==> config.mk <==
export PLATFORM = sky130hd
export DESIGN_NAME = bsr_receiver
export DESIGN_NICKNAME = d
export VERILOG_FILES = /design/src/rtl/bsr_receiver.sv
export SDC_FILE = /design/constraint.sdc
export NUM_CORES = 1
export LEC_CHECK = 0
export ABC_AREA = 1
export BUFFER_PORTS_ARGS = -buffer_cell sky130_fd_sc_hd__buf_2
export CAP_MARGIN = 5
export CORE_MARGIN = 2
export CORE_UTILIZATION = 30
export DETAILED_ROUTE_END_ITERATION = 8
export GPL_ROUTABILITY_DRIVEN = 0
export GPL_TIMING_DRIVEN = 0
export PLACE_DENSITY = 0.47
export SETUP_SLACK_MARGIN = 0.3
export SLEW_MARGIN = 25
export SYNTH_ARGS = -nofsm -noshare
export SYNTH_HDL_FRONTEND = slang
export SYNTH_SLANG_ARGS = --single-unit
==> constraint.sdc <==
create_clock -name SYS_CLK -period 3.05 [get_ports SYS_CLK]
set_input_delay 0.1525 -clock SYS_CLK [delete_from_list [all_inputs] [get_ports SYS_CLK]]
set_output_delay 0.1525 -clock SYS_CLK [all_outputs]
set_load 0.01 [all_outputs]
==> src/rtl/bsr_receiver.sv <==
`default_nettype none
// =============================================================================
// bsr_receiver : 4-level bit-stream receiver with ping-pong data registers.
// Optional macro BSR_GRAY_DECODE_EN stores the Gray-decoded byte.
// Revision: 1.0
// =============================================================================
module bsr_receiver #(
    parameter int         SPS     = 8,
    parameter logic [7:0] IDLE_TH = 8'h10
) (
    input  logic       SYS_CLK,
    input  logic       SYS_RST_N,
    input  logic       SAMPLE_EN,
    input  logic [7:0] IN,
    output logic       BSR_INT,
    input  logic [7:0] Data_in,
    input  logic [7:0] addr,
    input  logic       wr,
    input  logic       valid,
    output logic [7:0] Data_out,
    output logic       ready
);

    localparam int              c_PW     = (SPS > 2) ? $clog2(SPS) : 1;
    localparam logic [c_PW-1:0] c_P_ONE  = c_PW'(1);
    localparam logic [c_PW-1:0] c_P_LAST = c_PW'(SPS - 1);
    localparam logic [c_PW-1:0] c_P_MID  = c_PW'(SPS / 2);
    localparam logic [0:0]      c_S_IDLE = 1'b0;
    localparam logic [0:0]      c_S_RECV = 1'b1;
    localparam logic [7:0]      c_A_CTRL = 8'h00;
    localparam logic [7:0]      c_A_D0   = 8'h01;
    localparam logic [7:0]      c_A_D1   = 8'h02;

    logic [0:0]      r_state;
    logic [c_PW-1:0] r_pos;
    logic [1:0]      r_sym;
    logic [5:0]      r_shift;
    logic            r_rxen, r_intmsk, r_intflag, r_ovr, r_frmerr, r_wp;
    logic [1:0]      r_full;
    logic [7:0]      r_data0, r_data1, r_dout;
    logic            r_ready;

    logic [c_PW-1:0] w_pos_nxt;
    logic [1:0]      w_sym_nxt;
    logic            w_recv_stb, w_line_idle, w_slice, w_abort, w_store, w_end;
    logic [7:0]      w_raw, w_store_byte, w_rdata, w_ctrl;
    logic            w_accept, w_wr_ctrl, w_rd_d0, w_rd_d1;
    logic            w_unused_din;

    // Sample position within the frame, split into symbol index and in-symbol offset.
    assign w_pos_nxt   = (r_pos == c_P_LAST) ? '0 : r_pos + c_P_ONE;
    assign w_sym_nxt   = (r_pos == c_P_LAST) ? r_sym + 2'd1 : r_sym;
    assign w_recv_stb  = SAMPLE_EN && r_rxen && (r_state == c_S_RECV);
    assign w_line_idle = (IN < IDLE_TH);
    assign w_slice     = w_recv_stb && (w_pos_nxt == c_P_MID);
    assign w_abort     = w_slice && w_line_idle;
    assign w_store     = w_slice && !w_line_idle && (w_sym_nxt == 2'd3);
    assign w_end       = w_recv_stb && (w_sym_nxt == 2'd3) && (w_pos_nxt == c_P_LAST);
    // The slicer thresholds fall on multiples of 0x40, so the dibit is IN[7:6].
    assign w_raw       = {r_shift, IN[7:6]};

`ifdef BSR_GRAY_DECODE_EN
    for (genvar i = 0; i < 8; i++) begin : g_gray
        assign w_store_byte[i] = ^w_raw[7:i];
    end
`else
    assign w_store_byte = w_raw;
`endif

    always_ff @(posedge SYS_CLK or negedge SYS_RST_N) begin
        if (!SYS_RST_N) begin
            r_state <= c_S_IDLE;
            r_pos   <= '0;
            r_sym   <= 2'd0;
            r_shift <= 6'd0;
        end else if (!r_rxen) begin
            r_state <= c_S_IDLE;
        end else if (SAMPLE_EN) begin
            case (r_state)
                c_S_IDLE: begin
                    if (!w_line_idle) begin
                        r_state <= c_S_RECV;
                        r_pos   <= '0;
                        r_sym   <= 2'd0;
                    end
                end
                c_S_RECV: begin
                    r_pos <= w_pos_nxt;
                    r_sym <= w_sym_nxt;
                    if (w_slice) r_shift <= w_raw[5:0];
                    if (w_abort || w_end) r_state <= c_S_IDLE;
                end
                default: r_state <= c_S_IDLE;
            endcase
        end
    end

    assign w_accept     = valid && !r_ready;
    assign w_wr_ctrl    = w_accept && wr && (addr == c_A_CTRL);
    assign w_rd_d0      = w_accept && !wr && (addr == c_A_D0);
    assign w_rd_d1      = w_accept && !wr && (addr == c_A_D1);
    assign w_unused_din = ^{Data_in[6:5], Data_in[3]};
    assign w_ctrl       = {r_frmerr, r_full[1], r_full[0], r_ovr,
                           (r_state == c_S_RECV), r_intflag, r_intmsk, r_rxen};

    always_comb begin
        w_rdata = 8'h00;
        case (addr)
            c_A_CTRL: w_rdata = w_ctrl;
            c_A_D0:   w_rdata = r_data0;
            c_A_D1:   w_rdata = r_data1;
            default:  w_rdata = 8'h00;
        endcase
    end

    // Software clears are applied first so that same-cycle hardware sets win.
    always_ff @(posedge SYS_CLK or negedge SYS_RST_N) begin
        if (!SYS_RST_N) begin
            r_rxen    <= 1'b0;
            r_intmsk  <= 1'b0;
            r_intflag <= 1'b0;
            r_ovr     <= 1'b0;
            r_frmerr  <= 1'b0;
            r_full    <= 2'b00;
            r_wp      <= 1'b0;
            r_data0   <= 8'h00;
            r_data1   <= 8'h00;
        end else begin
            if (w_wr_ctrl) begin
                r_rxen   <= Data_in[0];
                r_intmsk <= Data_in[1];
                if (Data_in[2]) r_intflag <= 1'b0;
                if (Data_in[4]) r_ovr     <= 1'b0;
                if (Data_in[7]) r_frmerr  <= 1'b0;
            end
            if (w_rd_d0) r_full[0] <= 1'b0;
            if (w_rd_d1) r_full[1] <= 1'b0;
            if (w_abort) r_frmerr <= 1'b1;
            if (w_store) begin
                if (r_full[r_wp]) r_ovr <= 1'b1;
                if (r_wp) r_data1 <= w_store_byte;
                else      r_data0 <= w_store_byte;
                r_full[r_wp] <= 1'b1;
                r_wp         <= ~r_wp;
                r_intflag    <= 1'b1;
            end
        end
    end

    always_ff @(posedge SYS_CLK or negedge SYS_RST_N) begin
        if (!SYS_RST_N) begin
            r_ready <= 1'b0;
            r_dout  <= 8'h00;
        end else begin
            r_ready <= w_accept;
            if (w_accept) r_dout <= wr ? 8'h00 : w_rdata;
        end
    end

    assign ready    = r_ready;
    assign Data_out = r_dout;
    assign BSR_INT  = r_intflag & r_intmsk;

endmodule
`default_nettype wire

==> results_dict.tcl <==
set metrics [dict create \
    status "finished, final reports clean" \
    reg2reg_to "r_data1[0]" \
    reg2reg_depth 8 \
    routed_via_density 4.535 \
    place_ws_ns 1.256 \
    muxShareOfSynthArea_pct 0.4499 \
    crit_fanout 10 \
    hold_viol 0 \
    tightest_slew_ns 0.5960 \
    hold_start "Data_in[1]" \
    cts_buffer_depth 2 \
    io_pins 39 \
    wl_mm 5.133 \
    antenna_found_initial 0 \
    critical_path_arrival_ns 1.97 \
    cp-start-kind "flop" \
    avgRoutedWirePerCell_um 12.49 \
    slew-limit-headroom_pct 60.27 \
    grt_max_degree 46 \
    cts.clk_slew.worst_paths_ns 0.09 \
    p_per_area_nw_per_um2 415.1 \
    min_period_over_period_pct 58.05 \
    layout_setup_ws_ns 1.279 \
    cp_data_required_time_ns 3.25 \
    maxSlewViolCount 0 \
    drive_above_1_share_pct 17.95 \
    cp_slowest_stage_delay_ns 0.41 \
    syn2layout_area_growth_pct 17.66 \
    route.detailed.drc 0 \
    groute.usage.overall_pct 13.72 \
    grt_pass1_wl_mm 8.970 \
    path_class "reg -> reg" \
    vias 1864 \
    clock_sink_count 45 \
    fin_setup_tns_ns 0 \
    synth_xor_area_share_pct 0.7874 \
    hold_path_depth 3 \
    initialDrtViolationCount 58 \
    synth_cell_types 24 \
    fin_crit_ns 1.771 \
    max_cap_viol_count 0 \
    crit_chain "ha_1, ha_1, xnor2_1, nor2_1, buf_4, nand3_4, nand2_1, nand2_1" \
    syn_avg_cell_area_um2 8.179 \
    nNetsFinal 344 \
    start_util_pct 30.84 \
    placed_cell_area_um2 2506 \
    grt_pass1_vias 1803 \
    max_freq_mhz 564.8 \
    clock_skew_ns 0.005764 \
    core_area_um2 7214 \
    rows 31 \
    synth_simple_gate_area_share_pct 37.80 \
    slowest_stage "dfrtp_1" \
    leakagePower_nw 1.432 \
    htreeDepth 2 \
    dp_hpwl_mm 3.767 \
    worst_skew_pair.late_latency_ns 0.30 \
    syn_area_um2 2225 \
    postCtsSetupBuffers 0 \
    post-place-cells 402 \
    worstPathBufferInverterCount 1 \
    cts.root.buffer_cell "clkbuf_8" \
    io_buffer_count 31 \
    rsz0062_at_grt "no" \
    drt-pass1-iter-count 4 \
    r2r_setup_slack_ns 1.28 \
    ys_seq_area_share_pct 50.62 \
    numCtsBuffers 5 \
    layout.cells.non_filler 411 \
    syn-num-nets 305 \
    fp.dieH_um 90.11 \
    fill_cells 813 \
    setup_viol 0 \
    cts_hold_buf 1 \
    synth_adder_area_share_pct 2.250 \
    fp.dieArea_um2 8120 \
    cts_resized 0 \
    num_antenna_cells 0 \
    die_w_um 90.11 \
    hold_path_class "in -> reg" \
    min_to "r_intmsk" \
    regToRegStartpoint "r_pos[1]" \
    end_kind "flop" \
    postLayoutCellArea_um2 2618 \
    yosys_warnings 0 \
    ant_nets 0 \
    syn-instance-count 272 \
    synth_top_family_by_area "simple AND/OR/NAND/NOR gates" \
    cts_tree "yes" \
    vdd_ir_drop_max_mv 0.1816 \
    ys_seq_elements 45 \
    crit_family "adder cells" \
    synth_compound_area_share_pct 2.531 \
    grt_overflow 0 \
]
flip-flops by register name (all words and copies together), names as in the netlist:
register   count
r_rxen         1
r_shift        6
Data_out       8
r_frmerr       1
r_state        1
r_intmsk       1
ready          1
r_pos          3
r_sym          2
r_ovr          1
r_full         2
r_data0        8
r_intflag      1
r_data1        8
r_wp           1
stage by stage:
stage               total power [mW]  util (%)  hold WS [ns]
floorplan                     0.6472         -       -0.1431
global placement              0.6832     34.70        0.3833
detailed placement            0.6841     34.74        0.2029
CTS                            1.105     36.28       0.07057
global route                   1.141     36.28       0.07246
finish                         1.087     36.28       0.07637
area by class of cell:
class / count / area, um^2 / share of cell area, %
Buffer: 7 / 43.79 / 1.673
Clock buffer: 7 / 96.34 / 3.681
Timing Repair Buffer: 32 / 167.7 / 6.405
Multi-Input combinational cell: 199 / 974.7 / 37.24
Inverter: 21 / 80.08 / 3.059
Sequential cell: 45 / 1126 / 43.02
Tap cell: 99 / 123.9 / 4.732
Clock inverter: 1 / 5.005 / 0.1912
Yosys cell counts, drive strengths merged:
| library cell | number | area, um^2 |
|---|---|---|
| o22ai | 1 | 6.260 |
| nor2 | 16 | 91.34 |
| dfrtp | 45 | 1126 |
| xnor2 | 2 | 17.52 |
| clkinv | 2 | 8.750 |
| mux2i | 1 | 10.01 |
| nand3b | 1 | 7.510 |
| nand4 | 16 | 100.1 |
| inv | 19 | 71.31 |
| ha | 4 | 50.05 |
| a21oi | 1 | 5.000 |
| nand2 | 109 | 409.1 |
| nand3 | 39 | 232.7 |
| o21ai | 9 | 45.04 |
| buf | 7 | 43.79 |
where the power goes:
part | leakage (nW) | switching (mW) | internal, mW
combinational | 0.764 | 0.0418 | 0.0220
sequential | 0.614 | 0.00451 | 0.603
clock | 0.0542 | 0.210 | 0.205
logic make-up after synthesis:
| kind of cell | count (synthesis) |
|---|---|
| adders and majority gates | 4 |
| muxes | 1 |
| and+or+nand+nor | 181 |
| xor gates and xnor gates | 2 |
| AOI/OAI and AO/OA | 11 |
| buffers and inverters | 28 |
| DFF | 45 |
cells in the final DEF, fill, tap and decap left out, drive strengths merged, types with 2 or more instances in the layout:
cell type    n
clkinv       3
inv         19
nand4       16
nor2        16
dfrtp       45
nand2      109
xnor2        2
nand3       39
o21ai        9
ha           4
buf         38
clkbuf       7
worst max path at each step:
| stage | start | to | slack, ns | cells past startpoint |
|---|---|---|---|---|
| 2_1_floorplan | r_pos[0] | r_data0[0] | 1.47 | 8 |
| 3_3_place_gp | r_pos[0] | r_data1[5] | 1.25 | 8 |
| 3_5_place_dp | r_pos[0] | r_data1[5] | 1.26 | 8 |
| 4_1_cts | r_pos[0] | r_data0[2] | 1.24 | 8 |
| 5_1_grt | r_pos[0] | r_data0[6] | 1.08 | 8 |
| 6_report | r_pos[1] | r_data1[0] | 1.28 | 8 |
layer usage:
| layer | share of wire (%) | vias to the layer above | track usage (%) | wire length [um] |
|---|---|---|---|---|
| li1 | - | 967 | - | - |
| met1 | 51 | 857 | 19.53 | 2636 |
| met2 | 44 | 33 | 21.18 | 2258 |
| met3 | 3.4 | 7 | 2.598 | 177 |
| met4 | 1.2 | 0 | 4.231 | 61 |
| met5 | 0 | - | 0 | 0 |
worst min-delay path, cell delays in order:
cell and delay (ns):
buf_2 0.08, nand3_1 0.06, nand2_1 0.06
Power figures use the tool's default switching activity.
